`config.mk`:
```
export PLATFORM = sky130hd
export DESIGN_NAME = wb_stage
export DESIGN_NICKNAME = d
export VERILOG_FILES = /design/src/rtl/wb_stage.sv
export SDC_FILE = /design/constraint.sdc
export NUM_CORES = 1
export LEC_CHECK = 0
export BUFFER_PORTS_ARGS = -buffer_cell sky130_fd_sc_hd__buf_4
export CAP_MARGIN = 40
export CORE_MARGIN = 2
export CORE_UTILIZATION = 57
export CTS_BUF_LIST = sky130_fd_sc_hd__clkbuf_8
export CTS_CLUSTER_SIZE = 24
export DETAILED_ROUTE_END_ITERATION = 8
export PLACE_DENSITY_LB_ADDON = 0.08
export SLEW_MARGIN = 20
export SYNTH_ARGS = -nofsm -noshare
export SYNTH_HDL_FRONTEND = slang
export SYNTH_SLANG_ARGS = --single-unit
```
`constraint.sdc`:
```
create_clock -name clk -period 3.05 [get_ports clk]
set_input_delay 0.305 -clock clk [delete_from_list [all_inputs] [get_ports clk]]
set_output_delay 0.305 -clock clk [all_outputs]
set_load 0.01 [all_outputs]
```
`src/rtl/wb_stage.sv`:
```
// Writeback stage: picks the value that retires into the register file
// (ALU result, formatted load data or PC+4), waits on the data memory for
// loads, counts retired instructions and flags loads that never return.
module wb_stage #(
  parameter int LOAD_TIMEOUT = 16,
  parameter int CNT_W        = 16
) (
  input  logic        clk,
  input  logic        reset,
  input  logic        in_valid,
  output logic        in_ready,
  input  logic [4:0]  in_rd,
  input  logic        in_regwrite,
  input  logic [1:0]  in_wbsel,
  input  logic [2:0]  in_funct3,
  input  logic [31:0] in_alu_result,
  input  logic [31:0] in_pc_plus4,
  input  logic        mem_rvalid,
  input  logic [31:0] mem_rdata,
  output logic [4:0]  write_address,
  output logic [31:0] write_data,
  output logic        RegWrite,
  output logic        busy,
  output logic [31:0] instret,
  output logic        load_err
);

  typedef enum logic [1:0] {
    IDLE      = 2'd0,
    WAIT_LOAD = 2'd1,
    WRITE     = 2'd2
  } state_t;

  localparam logic [CNT_W-1:0] TIMEOUT_LAST = CNT_W'(LOAD_TIMEOUT - 1);

  state_t           state;
  logic [CNT_W-1:0] wait_cnt;
  logic [4:0]       ld_rd;
  logic             ld_regwrite;
  logic [2:0]       ld_funct3;
  logic [1:0]       ld_offset;

  logic             accept;
  logic             timeout_hit;
  logic [31:0]      direct_data;
  logic [31:0]      load_data;
  logic [7:0]       byte_sel;
  logic [15:0]      half_sel;

  // Only a pending load blocks the MEM stage; WRITE can take the next instruction.
  always_comb begin
    in_ready    = (state != WAIT_LOAD);
    accept      = in_valid && in_ready;
    timeout_hit = (LOAD_TIMEOUT != 0) && (wait_cnt == TIMEOUT_LAST);
    direct_data = (in_wbsel == 2'b10) ? in_pc_plus4 : in_alu_result;
  end

  // Extract and extend the addressed byte/half of the returned word; unknown funct3 behaves as LW.
  always_comb begin
    byte_sel = mem_rdata[7:0];
    case (ld_offset)
      2'd1:    byte_sel = mem_rdata[15:8];
      2'd2:    byte_sel = mem_rdata[23:16];
      2'd3:    byte_sel = mem_rdata[31:24];
      default: byte_sel = mem_rdata[7:0];
    endcase
    half_sel = ld_offset[1] ? mem_rdata[31:16] : mem_rdata[15:0];
    case (ld_funct3)
      3'b000:  load_data = {{24{byte_sel[7]}}, byte_sel};
      3'b001:  load_data = {{16{half_sel[15]}}, half_sel};
      3'b100:  load_data = {24'd0, byte_sel};
      3'b101:  load_data = {16'd0, half_sel};
      default: load_data = mem_rdata;
    endcase
  end

  // Stage FSM; every output is registered here so it can feed EX forwarding directly.
  always_ff @(posedge clk or negedge reset) begin
    if (!reset) begin
      state         <= IDLE;
      wait_cnt      <= '0;
      ld_rd         <= '0;
      ld_regwrite   <= 1'b0;
      ld_funct3     <= '0;
      ld_offset     <= '0;
      write_address <= '0;
      write_data    <= '0;
      RegWrite      <= 1'b0;
      busy          <= 1'b0;
      instret       <= '0;
      load_err      <= 1'b0;
    end else begin
      case (state)
        IDLE, WRITE: begin
          if (accept) begin
            if (in_wbsel == 2'b01) begin
              state       <= WAIT_LOAD;
              wait_cnt    <= '0;
              ld_rd       <= in_rd;
              ld_regwrite <= in_regwrite;
              ld_funct3   <= in_funct3;
              ld_offset   <= in_alu_result[1:0];
              RegWrite    <= 1'b0;
              busy        <= 1'b1;
            end else begin
              state         <= WRITE;
              write_address <= in_rd;
              write_data    <= direct_data;
              RegWrite      <= in_regwrite && (in_rd != 5'd0);
              instret       <= instret + 32'd1;
              busy          <= 1'b0;
            end
          end else begin
            state    <= IDLE;
            RegWrite <= 1'b0;
            busy     <= 1'b0;
          end
        end
        WAIT_LOAD: begin
          if (mem_rvalid) begin
            state         <= WRITE;
            write_address <= ld_rd;
            write_data    <= load_data;
            RegWrite      <= ld_regwrite && (ld_rd != 5'd0);
            instret       <= instret + 32'd1;
            busy          <= 1'b0;
          end else if (timeout_hit) begin
            state    <= IDLE;
            load_err <= 1'b1;
            busy     <= 1'b0;
          end else begin
            wait_cnt <= wait_cnt + CNT_W'(1);
          end
        end
        default: begin
          state    <= IDLE;
          RegWrite <= 1'b0;
          busy     <= 1'b0;
        end
      endcase
    end
  end

endmodule
```
### Word level (Yosys, flattened, before mapping)

Cells that the tools add are included.
Widths: inputs -> output; s select.

| storage, ports and cells | value |
|---|---|
| bits in registers | 101 |
| output and inout port bits | 73 |
| word-level logic and storage cells | 82 |
| bits of input ports | 111 |

| operators by class | value |
|---|---|
| $add $sub $neg | 2 |
| equality and inequality tests | 19 |
| muxes and demuxes | 35 |
| reductions and logical operators | 13 |
| bitwise gates (word level) | 1 |

Operator list:

| operator | count |
|---|---|
| $mux 32 | 7 |
| $pmux 32 s2 | 2 |
| $pmux 32 s4 | 1 |
| $mux 16 | 5 |
| $add 32x1->32 const B | 1 |
| $pmux 16 s2 | 1 |
| $pmux 8 s3 | 1 |
| $add 16x1->16 const B | 1 |
| $eq 16x4->1 const B | 1 |
| $mux 5 | 3 |
| $ne 2x2->1 const B | 6 |
| $pmux 5 s2 | 1 |
| $reduce_bool 5->1 | 2 |
| $eq 2x2->1 const B | 4 |
| $mux 2 | 4 |
| $mux 1 | 7 |
| $eq 2x1->1 const B | 3 |
| $eq 3x3->1 const B | 2 |
| $reduce_and 3->1 | 2 |
| $reduce_and 5->1 | 1 |
| $pmux 1 s2 | 2 |
| $pmux 2 s2 | 1 |
| $reduce_and 4->1 | 1 |
| $eq 3x1->1 const B | 1 |
| 8 further kinds | 10 |

### Longest topological paths before layout

| depth | value |
|---|---|
| depth after elaboration | 5 |
| mapped depth | 8 |
| mapped depth without buffers | 7 |

### Worst setup path after synthesis

OpenSTA, ideal clock, no wires.

| timing | value |
|---|---|
| path type | register to register |
| start | register ld_offset[1] |
| end | register write_data[16] |
| required time | 2.924 ns |
| setup slack | 1.217 ns |
| arrival time | 1.707 ns |
| setup time | 0.126 ns |
| buffers on the path | 2 |
| stages on the path, launching flop included | 8 |
| cells stage by stage | dfrtp_1 buf_2 mux4_2 nor2_1 a2111oi_2 nor2_2 buf_2 a21oi_1 |

| between the ends | value |
|---|---|
| word-level cells in the longest chain between the ends | 5 |
| elaborated cells between the ends (all ways) | 8 |
| those cells by class | 3 x eq/ne; 5 x mux |

Ends and longest elaborated chain:

| what | line | text |
|---|---|---|
| start, declared | 41 | `logic [1:0] ld_offset;` |
| start signal, assigned | 102 | `ld_offset <= in_alu_result[1:0];` |
| $eq 2x2->1 or $eq 2x1->1 (tied branches) | 61 | `case (ld_offset)` |
| $pmux 8 s3 | 61 |  |
| $pmux 32 s4 * | 68 | `case (ld_funct3)` |
| $mux 32 * | 120 | `if (mem_rvalid) begin` |
| $pmux 32 s2 * | 93 | `case (state)` |
| end signal, assigned | 108 | `write_data <= direct_data;` |
| end signal, assigned | 123 | `write_data <= load_data;` |
| end, declared | 21 | `output logic [31:0] write_data,` |

Mark *: on every way between the ends. The rest lies on a longest branch, timed or not. The select of a mux whose other input is x is not followed.
A chain may end at the register's enable or synchronous reset.

### Worst setup path in the final report

| timing | value |
|---|---|
| start | register state[0] |
| end | output in_ready |

| between the ends | value |
|---|---|
| word-level cells in the longest chain between the ends | 1 |

Ends and longest elaborated chain:

| what | line | text |
|---|---|---|
| start, declared | 36 | `state_t state;` |
| start signal, assigned | 80 | `state <= IDLE;` |
| start signal, assigned | 97 | `state <= WAIT_LOAD;` |
| start signal, assigned | 106 | `state <= WRITE;` |
| $ne 2x1->1 | 52 | `in_ready = (state != WAIT_LOAD);` |
| end, declared | 11 | `output logic in_ready,` |

No other way between the ends.

==> flow_summary.yaml <==
cts:
  cts_tree: "yes"
  clock_path_buffers: 2
  htreeDepth: 3
  clk_latency_ps: 360
  cts_buffers: 9
  path_clk_slew_ps: 100
  root_buffer: "clkbuf_8"
  clock-sinks: 101
sta:
  worst_pin_slew_ps: 687.2
  report.final.slew_viol_count: 0
  fin_tns_setup_ps: 0
  finalCritPeriodShare_pct: 81.69
  hold_violations: 0
  post-route-min-period_ps: 2491
  finClkSkew_ps: 16.51
  relSlewSlack_pct: 54.14
  fin_hold_ws_ps: 165.2
  fmax_mhz: 401.4
  setup_violations: 0
  rsz0062_at_grt: "false"
synth:
  netlist_top_cells_area: "dfrtp_1 (45%), nand2_1 (8.0%), o21ai_0 (4.0%), a21oi_1 (3.6%), a31oi_1 (3.1%)"
  async_flop_share_pct: 100.0
  synth-edff-count: 0
  synth_area_um2: 5565
  netlist_instances: 631
  syn_nets: 744
  synth.avg_cell_area_um2: 8.820
  yosys_warnings: 0
  synth_ff_type: "dfrtp_1"
  yosys_register_bits: 101
  synth.distinct_cells: 54
  yosys.area.top_type: "dfrtp_1"
  synth_top_cell_area_share_pct: 45.41
  synth-seq-area-share_pct: 45.41
power_and_ir_drop:
  powerDensity_nw_per_um2: 494.9
  ir_worst_vdd_mv: 0.2875
  p_leak_nw: 3.418
worst_setup_path:
  path_cells: "nor2b_1 -> inv_1 -> buf_4 -> buf_4"
  slowest_stage: "nor2b_1"
  crit_path_end_kind: "primary output"
  critPathLaunchType: "flip-flop"
  cp_data_arrival_time_ps: 2190
  required_ps: 2740
  worstSetupPathType: "flip-flop to primary output"
  cp_slowest_stage_delay_ps: 500
  r2r_slack_ps: 720
  path_max_fanout: 17
  cp_common_cell: "buf_4"
drt:
  ant_nets: 0
  routed_wl_um: 15740
  via_count: 5441
  drt_pass1_iterations: 5
  remaining_drc_errors: 0
  drt-wirelength-per-cell_um: 16.84
  viasPerCell: 5.819
  drt-initial-drc-count: 244
flow_run:
  drv_cap: 0
cells_and_area:
  antenna_cells: 0
  drive_gt1_share_pct: 29.05
  area_growth_syn_to_layout_pct: 30.06
  layout.nets: 910
  final_common_cell: "buf_4"
  mostFrequentLayoutCells: "buf_4 (192), nand2_1 (119), dfrtp_1 (101), nor2_1 (46), o21ai_0 (45)"
  stdcell_count: 935
floorplanning:
  die-area_um2: 10570
  ios: 184
  die_w_um: 102.8
  core.rowCount: 36
  die_y_um: 102.8
  core_area_um2: 9639
  start_util_pct: 57.74
global_routing:
  grt_remaining_overflow: 0
  grt_pass1_vias: 5101
  grt_start_max_net_pins: 56
  grt_use_total_pct: 29.65
  grt_first_pass_wirelength_um: 24410
  antenna_found_initial: 0
placed_design:
  placed_cells: 917
  gp_congestion: 0.8793
  place_hpwl_um: 12060
  port-buffer-count: 183
hold_path:
  hold_path.class: "primary input to flip-flop"
outcome:
  status: "complete, no violations"
-- critical path: cells and delay by family, from the launching register on --
kind,cells,cell delay [ps]
buf+inv,3,890
flops,1,440
simple gates,1,500
-- what timing repair did --
action                                 4_1_cts  5_1_grt
buffers inserted                             0        0
endpoints found under the hold margin       46        0
hold buffers                                 1        0
resized for setup                            0        0
-- kinds of logic after synthesis --
group / Yosys count / synth area share [%]
xor gates and xnor gates: 36 / 5.665
DFF: 101 / 45.41
AOI/OAI and AO/OA: 153 / 17.36
buffers and inverters: 52 / 3.934
adders and majority gates: 2 / 0.4496
and+or+nand+nor: 261 / 22.08
muxes: 26 / 5.103
-- where the power goes --
part           total, mW  internal [mW]  leakage (nW)  switching [mW]
clock              0.811          0.315        0.0949           0.495
sequential          1.72           1.53          1.27           0.191
combinational       1.05          0.513          2.05           0.538
-- cells in the mapped netlist, drive strengths merged, types with 2 or more instances --
master	count
a31oi	28
nor4	8
a21o	3
nand3b	2
nor2b	7
nor3	9
dfrtp	101
ha	2
mux2	9
nand2	119
and4	4
inv	10
a21oi	41
o21ai	45
a32o	2
a22o	8
a211oi	2
or4	3
buf	7
and3	5
a2111oi	2
xor2	18
xnor2	18
nand4	13
a211o	7
o221ai	7
mux2i	16
clkbuf	34
o31ai	3
and2	3
nor2	48
or3	2
nand2b	3
nand3	32
-- area by class of cell --
| cell class | count | area, um2 |
|---|---|---|
| Sequential cell | 101 | 2527 |
| Multi-Input combinational cell | 478 | 2821 |
| Timing Repair Buffer | 196 | 1491 |
| Clock inverter | 7 | 66.31 |
| Fill cell | 761 | 2401 |
| Tap cell | 133 | 166.4 |
| Clock buffer | 9 | 123.9 |
| Inverter | 11 | 41.29 |
-- path summary, 6_finish.rpt --
check	start	end	cells past startpoint
max	state[0]	in_ready	4
min	in_regwrite	ld_regwrite	3
max reg2reg	state[0]	instret[30]	8
min reg2reg	instret[31]	instret[31]	1
max in group asynchronous	reset	instret[1]	3
min in group asynchronous	reset	write_data[20]	2
-- per-stage QoR --
stage	utilization (%)	worst slack [ps]	power, mW	instance area, um2
6_report	75.09	558.5	3.582	7238
5_1_grt	75.09	440.1	3.771	7238
4_1_cts	75.04	580.7	3.585	7233
3_5_place_dp	72.96	720.0	2.783	7033
3_3_place_gp	72.81	823.5	2.743	7018
2_1_floorplan	-	1217	2.247	5565
-- flip-flops by register name, summed over array words and instances, names as in the netlist --
signal,count
RegWrite,1
busy,1
instret,32
ld_funct3,3
ld_offset,2
ld_rd,5
ld_regwrite,1
load_err,1
state,2
wait_cnt,16
write_address,5
write_data,32
-- routing by layer --
metal | global-route usage, % | share of wire [%] | routed length (um) | vias up
met2 | 49.97 | 49 | 7769 | 237
met4 | 10.12 | 2.5 | 401 | 0
met5 | 0 | 0 | 0 | -
li1 | - | - | - | 2583
met1 | 38.55 | 42 | 6587 | 2579
met3 | 5.898 | 6.3 | 984 | 42
(Power assumes the default switching activity.)
